===== config.mk =====
export PLATFORM = sky130hd
export DESIGN_NAME = gpio_port_ctrl
export DESIGN_NICKNAME = d
export VERILOG_FILES = /design/src/rtl/gpio_port_ctrl.sv
export SDC_FILE = /design/constraint.sdc
export NUM_CORES = 1
export LEC_CHECK = 0
export ABC_AREA = 1
export CORE_MARGIN = 2
export CORE_UTILIZATION = 43
export CTS_CLUSTER_SIZE = 10
export DETAILED_ROUTE_END_ITERATION = 6
export GPL_ROUTABILITY_DRIVEN = 1
export PLACE_DENSITY_LB_ADDON = 0.1
export SYNTH_ARGS = -nofsm -noshare
export SYNTH_HDL_FRONTEND = slang
export SYNTH_SLANG_ARGS = --single-unit

===== constraint.sdc =====
create_clock -name clk -period 1.33 [get_ports clk]
set_input_delay 0.266 -clock clk [delete_from_list [all_inputs] [get_ports clk]]
set_output_delay 0.266 -clock clk [all_outputs]
set_load 0.05 [all_outputs]

===== src/rtl/gpio_port_ctrl.sv =====
// rtl/gpio_port_ctrl.sv - 8-pin GPIO port with register control, synchronized/debounced inputs and edge interrupts
module gpio_port_ctrl #(
    parameter int SYNC_STAGES = 2,
    parameter int DB_CYCLES   = 4
) (
    input  logic       clk,
    input  logic       rst,
    input  logic       wr_en,
    input  logic       rd_en,
    input  logic [2:0] addr,
    input  logic [7:0] wdata,
    output logic [7:0] rdata,
    output logic       rdata_valid,
    output logic [7:0] pad_a,
    output logic [7:0] pad_oe,
    output logic [7:0] pad_pu,
    output logic [7:0] pad_pd,
    input  logic [7:0] pad_y,
    output logic       irq
);

    localparam int CW = (DB_CYCLES > 1) ? $clog2(DB_CYCLES) : 1;
    localparam logic [CW-1:0] CNT_LAST = CW'(DB_CYCLES - 1);

    localparam logic [2:0] A_OUT  = 3'd0;
    localparam logic [2:0] A_DIR  = 3'd1;
    localparam logic [2:0] A_PU   = 3'd2;
    localparam logic [2:0] A_PD   = 3'd3;
    localparam logic [2:0] A_IN   = 3'd4;
    localparam logic [2:0] A_EN   = 3'd5;
    localparam logic [2:0] A_TYPE = 3'd6;
    localparam logic [2:0] A_STAT = 3'd7;

    logic [7:0]    out_q, dir_q, pu_q, pd_q, en_q, type_q, stat_q, db_q;
    logic [7:0]    sync_q [SYNC_STAGES];
    logic [CW-1:0] cnt_q [8];
    logic [CW-1:0] cnt_next [8];
    logic [7:0]    sync_y, db_next, events, w1c, rd_mux;
    logic          irq_q;

    assign sync_y = sync_q[SYNC_STAGES-1];

    always_ff @(posedge clk) begin
        if (rst) begin
            for (int s = 0; s < SYNC_STAGES; s++) sync_q[s] <= '0;
        end else begin
            sync_q[0] <= pad_y;
            for (int s = 1; s < SYNC_STAGES; s++) sync_q[s] <= sync_q[s-1];
        end
    end

    // A pin's count restarts whenever the synced level agrees with db again.
    always_comb begin
        db_next = db_q;
        for (int i = 0; i < 8; i++) begin
            cnt_next[i] = '0;
            if (sync_y[i] != db_q[i]) begin
                if (cnt_q[i] == CNT_LAST) begin
                    db_next[i] = sync_y[i];
                end else begin
                    cnt_next[i] = cnt_q[i] + CW'(1);
                end
            end
        end
    end

    assign events = ((db_next & ~db_q & ~type_q) | (~db_next & db_q & type_q)) & en_q;
    assign w1c    = (wr_en && addr == A_STAT) ? wdata : 8'h00;

    always_comb begin
        rd_mux = 8'h00;
        case (addr)
            A_OUT:   rd_mux = out_q;
            A_DIR:   rd_mux = dir_q;
            A_PU:    rd_mux = pu_q;
            A_PD:    rd_mux = pd_q;
            A_IN:    rd_mux = db_q;
            A_EN:    rd_mux = en_q;
            A_TYPE:  rd_mux = type_q;
            A_STAT:  rd_mux = stat_q;
            default: rd_mux = 8'h00;
        endcase
    end

    always_ff @(posedge clk) begin
        if (rst) begin
            out_q       <= '0;
            dir_q       <= '0;
            pu_q        <= '0;
            pd_q        <= '0;
            en_q        <= '0;
            type_q      <= '0;
            stat_q      <= '0;
            db_q        <= '0;
            irq_q       <= 1'b0;
            rdata       <= '0;
            rdata_valid <= 1'b0;
            for (int i = 0; i < 8; i++) cnt_q[i] <= '0;
        end else begin
            db_q <= db_next;
            for (int i = 0; i < 8; i++) cnt_q[i] <= cnt_next[i];
            // Event set is ORed after the clear so a coincident new event survives.
            stat_q      <= (stat_q & ~w1c) | events;
            irq_q       <= |(stat_q & en_q);
            rdata_valid <= rd_en;
            if (rd_en) rdata <= rd_mux;
            if (wr_en) begin
                case (addr)
                    A_OUT:  out_q <= wdata;
                    A_DIR:  dir_q <= wdata;
                    A_PU: begin
                        pu_q <= wdata;
                        pd_q <= pd_q & ~wdata;
                    end
                    A_PD: begin
                        pd_q <= wdata;
                        pu_q <= pu_q & ~wdata;
                    end
                    A_EN:   en_q   <= wdata;
                    A_TYPE: type_q <= wdata;
                    default: ;
                endcase
            end
        end
    end

    assign pad_a  = out_q;
    assign pad_oe = dir_q;
    assign pad_pu = pu_q;
    assign pad_pd = pd_q;
    assign irq    = irq_q;

endmodule


==> results of run 1 <==
==> cell families (layout without fill, tap and decap cells) <==
logic type | after synthesis | after routing | share of synthesized area
AND/OR/NAND/NOR | 259 | 259 | 0.2586
flip-flops | 106 | 106 | 0.4541
AO/OA/AOI/OAI | 139 | 139 | 0.1526
multiplexers | 8 | 8 | 0.01714
adder cells (fa/ha/maj) | 8 | 8 | 0.02142
buffers and inverters | 103 | 205 | 0.09612
==> through the flow <==
stage / utilization / TNS, ns / total power, mW
floorplan: - / 0 / 3.831
global route: 0.6046 / 0 / 6.462
detailed placement: 0.5809 / -28.17 / 4.321
CTS: 0.6043 / 0 / 6.264
finish: 0.6046 / 0 / 6.210
global placement: 0.5809 / -27.92 / 4.308
==> what timing repair did <==
action                     CTS  global route
hold buffers                 0             0
setup endpoints to repair   49             3
gates cloned                 1             0
resized for setup           28             3
setup buffers                1             0
==> layout by cell type, fill, tap and decap left out, types with 2 or more instances in the layout <==
cell type / instances
o21ai_0: 54
nand4_1: 43
o21a_1: 4
dlygate4sd2_1: 4
dfxtp_2: 2
inv_2: 3
inv_1: 66
nor2_1: 76
o21ai_1: 5
a21oi_1: 69
nand2_1: 72
mux2i_1: 8
inv_6: 4
or2_2: 8
nand3_1: 49
clkbuf_8: 9
inv_8: 2
buf_4: 41
buf_6: 4
ha_1: 8
clkdlybuf4s50_1: 17
nor2_2: 7
buf_12: 50
o21ai_2: 5
dfxtp_1: 104
a221oi_1: 2
==> final cells by class <==
| class | instances | area (um2) |
|---|---|---|
| inverters | 71 | 271.5 |
| well taps | 140 | 175.2 |
| clock buffers | 10 | 127.6 |
| multi-input cells | 414 | 2133 |
| repair buffers | 118 | 1579 |
| flip-flops and latches | 106 | 2125 |
| clock inverters | 6 | 56.30 |
| fillers | 969 | 4230 |
==> metal layers <==
layer / up-vias / GRT usage / share of wire / routed length, um
li1: 2282 / - / - / -
met1: 2096 / 0.3210 / 0.45 / 6097
met2: 147 / 0.3985 / 0.47 / 6376
met3: 26 / 0.03617 / 0.053 / 723
met4: 0 / 0.1044 / 0.029 / 399
met5: - / 0 / 0 / 0
==> power groups by stage <==
stage                     Combinational (mW)  Sequential [mW]  Clock (mW)
after floorplan                        0.321             3.51           0
final                                  0.924             3.34        1.94
after global placement                 0.895             3.41           0
after CTS                              0.925             3.34        2.00
after global routing                   0.993             3.35        2.11
after detailed placement               0.905             3.42           0
==> cells in the mapped netlist <==
library cell    n
buf_2          12
nand2_1        72
clkinv_1        1
dfxtp_1       106
a21oi_1        69
a221oi_1        2
inv_2           2
nor2_2          2
nor3_4          1
or2_2           8
o21ai_1         4
nor2_4          1
nand4_1        43
buf_6           3
inv_1          67
buf_4           6
buf_1           1
nand3_1        49
inv_4           1
nor2_1         81
mux2i_1         8
o21a_1          4
ha_1            8
nand4_2         1
nand3_4         1
o21ai_0        60
clkbuf_1       10
==> registers in the layout (all words and copies together) (netlist names) <==
signal       cells
pad_a            8
rdata_valid      1
pad_oe           8
type_q           8
rdata            8
stat_q           8
pad_pd           8
en_q             8
db_q             8
sync_q          16
cnt_q           16
irq              1
pad_pu           8
==> how the worst max path moves through the flow <==
stage,slack (ns),depth (start not counted),endpoint
6_report,0.03,1,pad_pd[6]
5_1_grt,0.006,1,pad_pu[5]
4_1_cts,0.007,1,pad_pu[3]
3_5_place_dp,-0.55,9,rdata[1]
3_3_place_gp,-0.56,9,rdata[2]
2_1_floorplan,0.14,5,stat_q[6]
==> key figures, run 1 <==
CTS
  – Clock Latency Late Sink: 0.38 ns
  – Clk pin slew, worst setup/hold paths: 0.11 ns
  – Num Clock Sinks: 106
  – CTS tree: yes
  – Clock Root Buffer: clkbuf_8
  – Number of H-tree levels: 3
  – Clock buffer depth: 2
  – Num CTS Buffers: 9

Placed design
  – Placed instance count: 847
  – Place WS: -0.5495 ns
  – Final HPWL DP: 10070 um
  – Placed Area: 6215 um2
  – IO Port Bufs: 64
  – Gpl congestion: 0.9260

GRT
  – Number of global-route vias before repair: 4277
  – Global route overflow: 0
  – Initial antenna violation count: 0
  – First-pass GRT wire length: 21720 um
  – GR Util All Layers: 0.2437
  – Largest net degree at the start of global routing: 53

Drt
  – # DRC: 0
  – Routed len/inst: 15.72 um
  – Vias per cell: 5.261
  – Detailed Route WL: 13600 um
  – Antenna-violating nets left: 0
  – Via Count: 4551
  – Pre-antenna DRT Iters: 5
  – Drt initial violations: 275

Timing
  – Maximum operating frequency: 768.3 MHz
  – Worst slew pin tran: 0.3943 ns
  – Worst rel slew slack: 0.7371
  – Worst Skew: 0.01478 ns
  – WHS: 0.2614 ns
  – Min Clock Period, post-route: 1.302 ns
  – Setup-failing EPs final: 0
  – Unrepaired setup endpoints after global routing: no
  – Final slew viol count: 0
  – Part of the cycle the worst path needs: 0.9786
  – Final worst slack: 0.02844 ns
  – Fin. Hold Viols: 0

Setup path
  – Max incr delay on CP: 0.48 ns
  – Worst r2r dst: rdata[6]
  – Critical path peak fanout: 3
  – Crit path max-delay cell type: dfxtp_1
  – CP startpoint kind: flip-flop
  – CP top delay family: flip-flops
  – WS Path Type: reg2out
  – Worst R2R Setup Slack: 0.20 ns
  – Crit path DAT: 1.04 ns
  – Critical path buffers and inverters: 1
  – CP Data Required Time: 1.06 ns
  – Worst R2R Path Depth: 6
  – Worst setup EP type: output pin
  – Crit path launch: pad_pd[6]
  – R2R Path Start: pad_pd[6]
  – Worst path cell trace: buf_12

Synthesis
  – Yosys top cell area share: 0.4541
  – Syn_area_per_cell: 7.501 um2
  – Post-Synthesis Cell Area: 4673 um2
  – Yosys reg bits: 106
  – Mapped Nets: 654
  – Synth cell types: 27
  – Ys Warns: 0
  – Seq/Total Area, Yosys: 0.4541
  – Top cells by area, synth: dfxtp_1 (45%), a21oi_1 (7.4%), nor2_1 (6.5%)
  – Cell taking the most area after synthesis: dfxtp_1
  – Syn Inst Count: 623

Pwr
  – Leakage: 2.635 nW
  – Switching Fraction: 0.2911
  – Combinational share of power: 0.149
  – Flop pwr share: 0.538
  – Peak VDD IR: 660.1 uV
  – Cell Pwr Density: 960.2 nW/um2
  – Clock share of power: 0.313
  – Int Pwr: 4.402 mW
  – P_sw: 1.808 mW

Finish
  – ANT cells: 0
  – Non-Filler Instances: 865
  – Final Net Count: 751
  – Finished Cell Area: 6467 um2
  – Area Overhead vs Synth: 38.39%
  – Share of cells above drive strength 1: 0.1959

Outcome
  – Status: finished clean

Die
  – Rows: 38
  – Chip Width: 108.3 um
  – Core area: 10700 um2
  – Die ar.: 11720 um2
  – Ports: 65
  – Starting Density: 0.4368
  – Chip Height: 108.3 um

Hold path
  – Hold path endpoint: pad_pu[3]
  – Worst hold start: rst
  – Min-delay worst type: in2reg
  – Hold path depth: 3

Run
  – # Max-Cap Violations: 0
No activity file was read; power rests on OpenSTA's default activity.
==> run 2, diff against run 1 <==
Settings changed: CORE_MARGIN 2 to not set.
==> key figures, run 2 (same netlist as run 1, synthesis figures left out) <==
Finish
  – Share of cells above drive strength 1: 0.1846
  – Final Net Count: 752
  – Commonest non-fill, non-tap cell in the layout: dfxtp_1
  – Regs by FF count: cnt_q (16), sync_q (16)
  – Finished Cell Area: 6395 um2
  – Most frequent cells in the layout: dfxtp_1 (106), nor2_1 (79), nand2_1 (72)
  – Area Overhead vs Synth: 36.84%
  – ANT cells: 0

Timing
  – Part of the cycle the worst path needs: 0.9554
  – Final slew viol count: 0
  – Final worst slack: 0.05934 ns
  – Maximum operating frequency: 787.0 MHz
  – Min Clock Period, post-route: 1.271 ns
  – Worst slew pin tran: 0.5416 ns
  – Worst rel slew slack: 0.6389
  – Worst Skew: 0.01238 ns
  – Unrepaired setup endpoints after global routing: no
  – Fin. Hold Viols: 0
  – Setup-failing EPs final: 0

Setup path
  – Crit path max-delay cell type: dfxtp_1
  – Worst R2R Path Depth: 6
  – Worst r2r dst: rdata[4]
  – Crit path DAT: 1.00 ns
  – CP Data Required Time: 1.06 ns
  – CP top delay family: flip-flops
  – WS Path Type: reg2out
  – Worst path cell trace: buf_12
  – Critical path buffers and inverters: 1
  – Max incr delay on CP: 0.47 ns
  – Worst R2R Setup Slack: 0.24 ns
  – CP startpoint kind: flip-flop
  – Worst setup EP type: output pin
  – Critical path peak fanout: 3
  – R2R Path Start: pad_pu[4]

GRT
  – Most used routing layer: met2
  – GRT met2 Usage: 0.3970
  – GR Util All Layers: 0.2428
  – Number of global-route vias before repair: 4408
  – Largest net degree at the start of global routing: 47
  – Met3 Use GR: 0.05028
  – M1 GR Usage: 0.3098
  – Initial antenna violation count: 0
  – First-pass GRT wire length: 21490 um
  – Global route overflow: 0

Drt
  – Detailed Route WL: 12880 um
  – Vias per cell: 5.400
  – Via Count: 4655
  – Antenna-violating nets left: 0
  – # DRC: 0
  – Drt initial violations: 211
  – Pre-antenna DRT Iters: 4
  – Routed len/inst: 14.94 um

CTS
  – Clock buffer depth: 2
  – Number of H-tree levels: 3
  – Setup bufs post-CTS: 0
  – Num Clock Sinks: 106
  – # hold bufs at CTS: 0
  – Clock Latency Late Sink: 0.37 ns
  – CTS tree: yes
  – Clk pin slew, worst setup/hold paths: 0.10 ns
  – Num CTS Buffers: 9
  – Clock Root Buffer: clkbuf_8

Die
  – Core area: 10420 um2
  – Chip Width: 106.3 um
  – Starting Density: 0.4486
  – Chip Height: 106.3 um
  – Die ar.: 11290 um2
  – Rows: 37
  – Ports: 65

Hold path
  – Hold path endpoint: sync_q[0][12]
  – Min-delay worst type: reg2reg
  – Worst hold start: sync_q[0][4]
  – Hold path depth: 2

Pwr
  – Leakage: 2.618 nW
  – Cell Pwr Density: 955.0 nW/um2
  – Peak VDD IR: 647.7 uV

Placed design
  – Final HPWL DP: 9571 um
  – Gpl congestion: 0.8909
  – Place WS: -0.5474 ns
  – IO Port Bufs: 64
  – Placed Area: 6167 um2

Run
  – # Max-Cap Violations: 0

Outcome
  – Status: finished clean
run 2: area by class of cell:
class / instances / area (um2)
fill: 911 / 4021
sequential: 106 / 2122
multi-input combinational: 414 / 2112
timing repair buffer: 119 / 1540
inverter: 71 / 269.0
tap: 136 / 170.2
clock buffer: 12 / 155.1
clock inverter: 4 / 26.28
run 2: how the worst max path moves through the flow:
stage | startpoint | endpoint | slack [ns] | cells after the start
floorplan | addr[0] | stat_q[6] | 0.14 | 5
global route | addr[2] | rdata[3] | 0.001 | 9
finish | pad_a[3] | pad_a[3] | 0.06 | 1
detailed placement | addr[1] | rdata[2] | -0.55 | 9
CTS | pad_a[3] | pad_a[3] | 0.04 | 1
global placement | addr[1] | rdata[3] | -0.51 | 9
run 2: report_power, final:
part / switching (mW) / internal, mW
clock network: 1.07 / 0.783
registers: 0.0847 / 3.26
logic: 0.506 / 0.402
total: 1.66 / 4.44
run 2: per-stage QoR:
step | utilization | instances | hold WS [ns] | setup TNS, ns | power (mW)
finish | 0.6139 | 862 | 0.4067 | 0 | 6.107
global route | 0.6139 | 862 | 0.4069 | 0 | 6.359
CTS | 0.6143 | 862 | 0.3876 | 0 | 6.156
detailed placement | 0.5921 | 844 | 0.3950 | -28.60 | 4.297
global placement | 0.5921 | 844 | 0.3894 | -25.24 | 4.283
floorplan | - | 623 | 0.3730 | 0 | 3.831
run 2: timing repair:
item                                    CTS  global route
gates resized for setup                  10             2
gates cloned                              2             0
endpoints found under the setup margin   54             3
run 2: worst min-delay path, stage by stage (launching register included):
cell     delay, ns
dfxtp_1       0.31
inv_1         0.04
nor2_1        0.03
run 2: per-layer routing:
metal	routed length (um)	share of wire	vias up
met5	0	0	-
met4	347	0.027	0
met3	822	0.064	29
met2	6019	0.47	174
met1	5689	0.44	2168
li1	-	-	2284
